<file path="config.mk">
export PLATFORM = sky130hd
export DESIGN_NAME = pid_controller
export DESIGN_NICKNAME = d
export VERILOG_FILES = /design/src/rtl/pid_controller.sv
export SDC_FILE = /design/constraint.sdc
export NUM_CORES = 2
export LEC_CHECK = 0
export ABC_CLOCK_PERIOD_IN_PS = 16700
export BUFFER_PORTS_ARGS = -buffer_cell sky130_fd_sc_hd__clkbuf_2
export CORE_MARGIN = 5
export CORE_UTILIZATION = 40
export CTS_BUF_LIST = sky130_fd_sc_hd__clkbuf_16
export CTS_CLUSTER_SIZE = 30
export DETAILED_ROUTE_END_ITERATION = 10
export SLEW_MARGIN = 5
export SYNTH_ARGS = -nofsm -noshare
export SYNTH_HDL_FRONTEND = slang
export SYNTH_SLANG_ARGS = --single-unit
export TNS_END_PERCENT = 30
</file>
<file path="constraint.sdc">
create_clock -name CLK -period 16.7 [get_ports CLK]
set_input_delay 1.67 -clock CLK [delete_from_list [all_inputs] [get_ports CLK]]
set_output_delay 1.67 -clock CLK [all_outputs]
set_load 0.01 [all_outputs]
</file>
<file path="src/rtl/pid_controller.sv">
// pid_controller
//
// Purpose:
//   Position / velocity / displacement control loop for the motor board.
//   It takes the decoded setpoint, mode, gains and limits, along with the
//   encoder and spring-displacement measurements. It produces the signed duty
//   word for the PWM stage. One computation runs per accepted tick. A single
//   shared multiplier evaluates the P, I and D products on successive cycles.
//
// Ports:
//   CLK               system clock
//   reset             synchronous active-low reset
//   tick              control-rate strobe, ignored while a computation runs
//   control_mode      0 position, 1 velocity, 2 displacement, 3 direct duty,
//                     any other value forces duty to zero
//   setpoint          signed target
//   encoder0_position signed motor encoder count
//   displacement      signed spring displacement
//   Kp, Ki, Kd        signed gains
//   PWMLimit          unsigned duty magnitude limit (capped at 2^(W-1)-1)
//   IntegralLimit     unsigned integrator magnitude limit (same cap)
//   deadband          unsigned error deadband
//   duty              registered signed controller output
//   duty_valid        one-cycle pulse when duty is written
//   busy              high while a computation is in flight
module pid_controller #(
  parameter int W = 24
) (
  input  logic                CLK,
  input  logic                reset,
  input  logic                tick,
  input  logic [7:0]          control_mode,
  input  logic signed [W-1:0] setpoint,
  input  logic signed [W-1:0] encoder0_position,
  input  logic signed [W-1:0] displacement,
  input  logic signed [W-1:0] Kp,
  input  logic signed [W-1:0] Ki,
  input  logic signed [W-1:0] Kd,
  input  logic [W-1:0]        PWMLimit,
  input  logic [W-1:0]        IntegralLimit,
  input  logic [W-1:0]        deadband,
  output logic signed [W-1:0] duty,
  output logic                duty_valid,
  output logic                busy
);

  localparam int AW = 52;
  localparam int PW = 2 * W + 1;
  localparam logic [W-1:0] MAG_MAX = {1'b0, {(W-1){1'b1}}};

  typedef enum logic [2:0] {
    S_IDLE, S_ERR, S_INTEG, S_MUL_P, S_MUL_I, S_MUL_D, S_OUT
  } state_t;

  state_t state;

  logic [7:0]          mode_s, prev_mode;
  logic signed [W-1:0] sp_s, enc_s, disp_s, kp_s, ki_s, kd_s;
  logic [W-1:0]        pwm_lim_s, int_lim_s, db_s;
  logic signed [W-1:0] prev_enc, old_enc;
  logic signed [W-1:0] err_reg, integ, last_err;
  logic signed [AW-1:0] acc;

  logic signed [W+1:0] meas_x, err_x, integ_sum;
  logic signed [W-1:0] err_sat, err_db, integ_next;
  logic [W-1:0]        err_abs;
  logic signed [W-1:0] mul_a;
  logic signed [W:0]   mul_b;
  logic signed [PW-1:0] product;
  logic signed [AW-1:0] product_x;
  logic                pid_mode;

  // Limits above the largest positive W-bit value behave as that value, so
  // every clamp result is representable in a signed W-bit word.
  function automatic logic [W-1:0] cap_limit(input logic [W-1:0] v);
    return (v > MAG_MAX) ? MAG_MAX : v;
  endfunction

  // Symmetric clamp of a wide signed value to +/-lim, lim already capped.
  function automatic logic signed [W-1:0] clamp_lim(input logic signed [AW-1:0] v,
                                                    input logic [W-1:0] lim);
    logic signed [AW-1:0] hi;
    logic signed [AW-1:0] lo;
    hi = $signed({{(AW-W){1'b0}}, lim});
    lo = -hi;
    if (v > hi) return hi[W-1:0];
    else if (v < lo) return lo[W-1:0];
    else return v[W-1:0];
  endfunction

  assign pid_mode = (mode_s <= 8'd2);

  // Error path: pick the measurement for the mode, subtract it with enough
  // headroom that nothing wraps, saturate, then apply the deadband.
  always_comb begin
    meas_x = '0;
    case (mode_s)
      8'd0:    meas_x = (W+2)'(enc_s);
      8'd1:    meas_x = (W+2)'(enc_s) - (W+2)'(old_enc);
      8'd2:    meas_x = (W+2)'(disp_s);
      default: meas_x = '0;
    endcase
    err_x   = (W+2)'(sp_s) - meas_x;
    err_sat = clamp_lim(AW'(err_x), MAG_MAX);
    err_abs = err_sat[W-1] ? -err_sat : err_sat;
    err_db  = (err_abs <= db_s) ? '0 : err_sat;
  end

  assign integ_sum  = (W+2)'(integ) + (W+2)'(err_reg);
  assign integ_next = clamp_lim(AW'(integ_sum), int_lim_s);

  // The single multiplier is steered by the state; the D operand is the
  // error difference, which needs one extra bit.
  always_comb begin
    mul_a = '0;
    mul_b = '0;
    case (state)
      S_MUL_P: begin
        mul_a = kp_s;
        mul_b = (W+1)'(err_reg);
      end
      S_MUL_I: begin
        mul_a = ki_s;
        mul_b = (W+1)'(integ);
      end
      S_MUL_D: begin
        mul_a = kd_s;
        mul_b = (W+1)'(err_reg) - (W+1)'(last_err);
      end
      default: begin
        mul_a = '0;
        mul_b = '0;
      end
    endcase
  end

  assign product   = PW'(mul_a) * PW'(mul_b);
  assign product_x = AW'(product);

  // Control sequencer. Inputs are captured on the accepting edge. prev_enc is
  // refreshed on every accepted tick, while old_enc keeps the value velocity
  // mode differences against.
  always_ff @(posedge CLK) begin
    if (!reset) begin
      state      <= S_IDLE;
      mode_s     <= '0;
      prev_mode  <= '0;
      sp_s       <= '0;
      enc_s      <= '0;
      disp_s     <= '0;
      kp_s       <= '0;
      ki_s       <= '0;
      kd_s       <= '0;
      pwm_lim_s  <= '0;
      int_lim_s  <= '0;
      db_s       <= '0;
      prev_enc   <= '0;
      old_enc    <= '0;
      err_reg    <= '0;
      integ      <= '0;
      last_err   <= '0;
      acc        <= '0;
      duty       <= '0;
      duty_valid <= 1'b0;
      busy       <= 1'b0;
    end else begin
      duty_valid <= 1'b0;
      case (state)
        S_IDLE: begin
          if (tick) begin
            mode_s    <= control_mode;
            sp_s      <= setpoint;
            enc_s     <= encoder0_position;
            disp_s    <= displacement;
            kp_s      <= Kp;
            ki_s      <= Ki;
            kd_s      <= Kd;
            pwm_lim_s <= cap_limit(PWMLimit);
            int_lim_s <= cap_limit(IntegralLimit);
            db_s      <= deadband;
            old_enc   <= prev_enc;
            prev_enc  <= encoder0_position;
            busy      <= 1'b1;
            state     <= S_ERR;
          end
        end
        S_ERR: begin
          err_reg   <= err_db;
          prev_mode <= mode_s;
          if (!pid_mode) begin
            integ    <= '0;
            last_err <= '0;
            state    <= S_OUT;
          end else begin
            // History from another mode is meaningless here.
            if (mode_s != prev_mode) begin
              integ    <= '0;
              last_err <= '0;
            end
            state <= S_INTEG;
          end
        end
        S_INTEG: begin
          integ <= integ_next;
          state <= S_MUL_P;
        end
        S_MUL_P: begin
          acc   <= product_x;
          state <= S_MUL_I;
        end
        S_MUL_I: begin
          acc   <= acc + product_x;
          state <= S_MUL_D;
        end
        S_MUL_D: begin
          acc   <= acc + product_x;
          state <= S_OUT;
        end
        S_OUT: begin
          if (pid_mode) begin
            duty     <= clamp_lim(acc, pwm_lim_s);
            last_err <= err_reg;
          end else if (mode_s == 8'd3) begin
            duty <= clamp_lim(AW'(sp_s), pwm_lim_s);
          end else begin
            duty <= '0;
          end
          duty_valid <= 1'b1;
          busy       <= 1'b0;
          state      <= S_IDLE;
        end
        default: state <= S_IDLE;
      endcase
    end
  end

endmodule

</file>
# == Yosys cells after proc, flatten, opt, wreduce, memory -nomap -nowiden ==
# Index checks and enable logic that the tools add are counted.
# totals
word_cells,94
out_inout_bits,26
ff_bits,409
# classes
multipliers,1
order_cmp,12
eq_ne,13
reduce_logical,11
add_sub_neg,8
n_mux,29
# ops
cell,count
$mux W24,17
$neg A24 Y52,2
$pmux W52 S2,1
$pmux W24 S2,2
$pmux W26 S3,1
$pmux W25 S3,1
$pmux W24 S3,1
$add A52 B49 Y52,1
$gt A52 B25 Y1,1
$lt A24 B52 Y1,1
$lt A25 B52 Y1,1
$lt A52 B52 Y1,1
$sub A24 B24 Y25,2
$mul A24 B25 Y49,1
$gt A24 B23 Y1 const B,2
$gt A26 B24 Y1 const B,1
$lt A26 B24 Y1 const B,1
$sub A24 B26 Y26,1
$add A24 B24 Y25,1
$gt A24 B25 Y1,1
$gt A25 B25 Y1,1
$le A24 B24 Y1,1
$neg A24 Y24,1
$pmux W3 S6,1
18 further kinds,30

# == Longest topological paths before layout ==
# depth
ltp_word,10
mapped_depth,54
depth_no_buf,53

# == Least setup slack after synthesis ==
# OpenSTA, ideal clock, no wires.
# synth_path
path_type,register -> register
startpoint,register err_reg[0]
endpoint,register acc[51]
arrival_time_ps,11618
n_path_buf,3
period_less_slack_ps,11714
required_time_ps,16605
stages_incl_launch_ff,51
path_slack_ps,4986
path_cell_list,dfxtp_1 inv_1 ha_1 fa_1 nor2b_1 o21a_1 o21ai_0 a211oi_1 nor4b_1 nor2_1 a41oi_1 or3b_2 a32oi_1 a211o_1 and2_1 clkbuf_1 clkbuf_1 nor2_1 [15 not listed] a21o_1 a21oi_1 nand2b_1 inv_1 o21ai_0 nand2b_1 a21o_1 a41oi_1 o21bai_1 xor2_1 ha_1 and4_1 nand2_1 a21oi_1 o2111ai_1 and2_1 xnor2_1 a221oi_1
# synth_via
elab_chain_len,5
# synth_lines
element,line_no,source
start: declaration,61,"logic signed [W-1:0] err_reg, integ, last_err;"
start signal: assignment,188,err_reg <= err_db;
$sub A24 B24 Y25,128,mul_b = (W+1)'(err_reg) - (W+1)'(last_err);
$pmux W25 S3 (*),117,case (state)
$mul A24 B25 Y49 (*),137,assign product = PW'(mul_a) * PW'(mul_b);
$add A52 B49 Y52,"212, 216",
$pmux W52 S2 (*),168,case (state)
end signal: assignment,208,acc <= product_x;
end signal: assignment,212,acc <= acc + product_x;
end signal: assignment,216,acc <= acc + product_x;
end: declaration,62,logic signed [AW-1:0] acc;
# Mark *: on every way between the ends. The rest lies on a longest branch, timed or not.
# A chain may end at the register's enable or synchronous reset.

# == Worst setup path after layout ==
# Ends and elaborated chain as after synthesis.

==> flow_metrics.py <==
metrics = {
    "setup_path": {
        "crit_family": "adder cells",
        "cpMaxStageDelayCell": "xnor2_1",
        "r2r_cells": 47,
        "crit_start": "err_reg[0]$_SDFFE_PN0P_",
        "path_depth": 47,
        "crit_top_cell": "fa_1",
        "cp-end-kind": "flip-flop",
        "reg2reg_to": "acc[51]$_SDFFE_PN0N_",
        "start_kind": "flip-flop",
        "critPathMaxStageDelay_ns": 1.06,
        "endpoint": "acc[51]$_SDFFE_PN0N_",
        "cp_data_arrival_time_ns": 13.93,
        "worstSetupPathType": "reg -> reg",
        "ff2ff_setup_slack_ns": 3.37,
        "cp.required_ns": 17.29,
        "crit_fanout": 16,
        "worst-path-buf-inv": 6,
        "reg2reg_from": "err_reg[0]$_SDFFE_PN0P_",
    },
    "floorplanning": {
        "fp.dieArea_um2": 145000,
        "io_pins": 253,
        "start_util_pct": 40.1,
        "die-height_um": 381,
        "chipWidth_um": 381,
        "core.rowCount": 136,
        "core_um2": 137000,
    },
    "place": {
        "place_hpwl_mm": 143,
        "portBuffers": 252,
        "placed_cells": 8719,
        "gp_congestion": 0.939,
        "place_area_um2": 58000,
    },
    "detailed_routing": {
        "drt_first_pass_iters": 6,
        "vias": 49300,
        "routedWlPerCell_um": 20.8,
        "drt_iter0_drc": 4007,
        "via_per_inst": 5.59,
        "ant_nets": 0,
        "routed_wl_mm": 183,
        "post-route-drc-count": 0,
    },
    "synthesis": {
        "syn_area_um2": 54900,
        "synthCells": 6933,
        "synth_edf_count": 0,
        "synthAdderAreaFrac_pct": 34.8,
        "ys_warn_count": 0,
        "synth-seq-cells": 409,
        "synth_mux_area_share_pct": 2.63,
        "synth_cell_types": 97,
        "synth_top_family_by_area": "adder cells",
        "avgSynthCellArea_um2": 7.92,
        "netlist.area_leader.share_pct": 22.8,
        "synth_nets": 8311,
        "synthSimpleGateAreaFrac_pct": 17.9,
        "async_flop_share_pct": 0,
        "synth_compound_area_share_pct": 17.4,
        "synth-xor-area-share_pct": 3.78,
        "synth_area_leaders": "fa_1 23%, dfxtp_1 15%, ha_1 12%",
        "ys_seq_area_share_pct": 14.9,
        "yosysTopAreaCell": "fa_1",
        "synth_ff_type": "dfxtp_1",
    },
    "run": {
        "cap_violations": 0,
    },
    "clock_network": {
        "numCtsBuffers": 50,
        "clk_pin_slew_ns": 0.06,
        "ctsHtreeMaxLevel": 2,
        "cts.repair.resized": 0,
        "clock_sinks": 409,
        "insertion_delay_ns": 0.69,
        "post_cts_buffers": 0,
        "clockRootBuffer": "clkbuf_16",
        "cts_tree": "built",
        "cts_hold_buf": 0,
        "cts.path.max_buffers": 3,
    },
    "timing": {
        "fmaxAchievable_ghz": 0.0750,
        "worstMarginPinSlew_ns": 1.29,
        "hold_viol": 0,
        "setup_tns_ns": 0,
        "finalCritPeriodShare_pct": 79.8,
        "fin_crit_ns": 13.33,
        "maxSlewViolCount": 0,
        "max_slew_margin_pct": 14.2,
        "finClkSkew_ns": 0.0728,
        "rsz0062_at_grt": "false",
        "finalSetupViolCount": 0,
    },
    "worst_hold_path": {
        "hp-class": "reg -> reg",
    },
    "power": {
        "peakVddDrop_v": 0.0000971,
        "powerDensity_nw_per_um2": 84.1,
        "power_leakage_nw": 27.9,
    },
    "cells_and_area": {
        "regMostFlops": "acc",
        "fill_cells": 13800,
        "drive_gt1_share_pct": 7.47,
        "regArea_um2": 8190,
        "multi_input_area_um2": 42200,
        "n_antenna_cell": 0,
        "area_delta_synth_final_pct": 8.74,
        "final_cell_area_um2": 59700,
        "fin_nets": 8355,
        "final_cell_mix": "1109 x nand2_1, 921 x inv_1, 625 x fa_1",
        "largest_register_ffs": 52,
        "layout_commonest_cell": "nand2_1",
        "fin_cells": 8812,
    },
    "grt": {
        "grt_usage_pct": 25.0,
        "grt_pass1_wl_mm": 288,
        "grt_max_degree": 210,
        "grt_pass1_vias": 48700,
        "grt_overflow": 0,
        "antenna_found_initial": 2,
    },
    "outcome": {
        "status": "finished, final reports clean",
    },
}
==> worst min-delay path by stage <==
stage	start	end	slack, ns	depth (start not counted)
2_1_floorplan	last_err[10]$_SDFFE_PN0P_	last_err[10]$_SDFFE_PN0P_	0.43	2
3_3_place_gp	last_err[10]$_SDFFE_PN0P_	last_err[10]$_SDFFE_PN0P_	0.44	2
3_5_place_dp	last_err[4]$_SDFFE_PN0P_	last_err[4]$_SDFFE_PN0P_	0.44	2
4_1_cts	last_err[4]$_SDFFE_PN0P_	last_err[4]$_SDFFE_PN0P_	0.45	2
5_1_grt	old_enc[21]$_SDFFE_PN0P_	old_enc[21]$_SDFFE_PN0P_	0.47	2
6_report	ki_s[14]$_SDFFE_PN0P_	ki_s[14]$_SDFFE_PN0P_	0.45	2
==> power breakdown <==
part / total [mW] / switching (mW) / internal, mW / leakage [nW]
Sequential: 1.22 / 0.149 / 1.07 / 3.34
Clock: 1.16 / 0.502 / 0.655 / 0.848
Combinational: 2.65 / 1.66 / 0.989 / 23.7
Total: 5.03 / 2.31 / 2.71 / 27.9
==> kinds of logic (layout without fill, tap and decap cells) <==
| kind of cell | count (synthesis) | count (layout) |
|---|---|---|
| other | 1 | 1 |
| buffers and inverters | 1259 | 1344 |
| AND/OR/NAND/NOR | 2219 | 2219 |
| AO/OA/AOI/OAI | 1515 | 1515 |
| XOR/XNOR | 236 | 236 |
| multiplexers | 142 | 142 |
| flip-flops | 409 | 409 |
| adder cells (fa/ha/maj) | 1152 | 1152 |
==> synthesized netlist by cell type (all sizes together) (8+ instances only) <==
| master | instances |
|---|---|
| nand2 | 1109 |
| inv | 915 |
| fa | 625 |
| a21oi | 568 |
| ha | 526 |
| nor2 | 440 |
| dfxtp | 409 |
| clkbuf | 312 |
| o21ai | 259 |
| xnor2 | 184 |
| a21o | 167 |
| nor3 | 148 |
| mux2i | 122 |
| nand3 | 90 |
| o21a | 79 |
| a211oi | 75 |
| nand2b | 75 |
| nor2b | 72 |
| nand4 | 69 |
| a31oi | 58 |
| xor2 | 52 |
| and2 | 48 |
| nor4 | 42 |
| and3 | 32 |
| o211ai | 32 |
| a22oi | 31 |
| buf | 31 |
| a311oi | 29 |
| o21bai | 27 |
| o22ai | 25 |
| a221oi | 20 |
| mux2 | 20 |
| or3 | 20 |
| nor3b | 17 |
| o31ai | 16 |
| or2 | 16 |
| o2111ai | 12 |
| a211o | 10 |
| nand3b | 10 |
| o221ai | 10 |
| a41oi | 9 |
| and4 | 9 |
| a31o | 8 |
==> stage by stage <==
stage                     hold WS, ns  power [mW]  utilization, %  setup slack (ns)
after floorplan                 0.432        3.06               -              4.99
after global placement          0.439        3.79            42.4              3.62
after detailed placement        0.445        3.82            42.4              3.39
after CTS                       0.454        5.00            43.6              3.35
after global routing            0.467        5.38            43.6              2.51
final                           0.452        5.03            43.6              3.37
==> worst min-delay path, stage by stage, from the launching register on <==
cell	delay (ns)
dfxtp_1	0.30
nand2_1	0.05
a21oi_1	0.05
==> per-layer routing <==
layer | global-route usage, % | vias up | part of all wire (%)
li1 | - | 23200 | -
met1 | 35.8 | 24100 | 45
met2 | 38.8 | 1750 | 44
met3 | 4.69 | 262 | 7.9
met4 | 6.51 | 2 | 2.9
met5 | 0 | - | 0.0071
==> final cells by class <==
type | count | area share [%]
clock buffer | 51 | 2.14
clock inverter | 42 | 0.729
inverter | 916 | 5.77
multi-input combinational | 5265 | 70.7
sequential | 409 | 13.7
tap | 1794 | 3.76
timing repair buffer | 335 | 3.18
(Power assumes the default switching activity.)
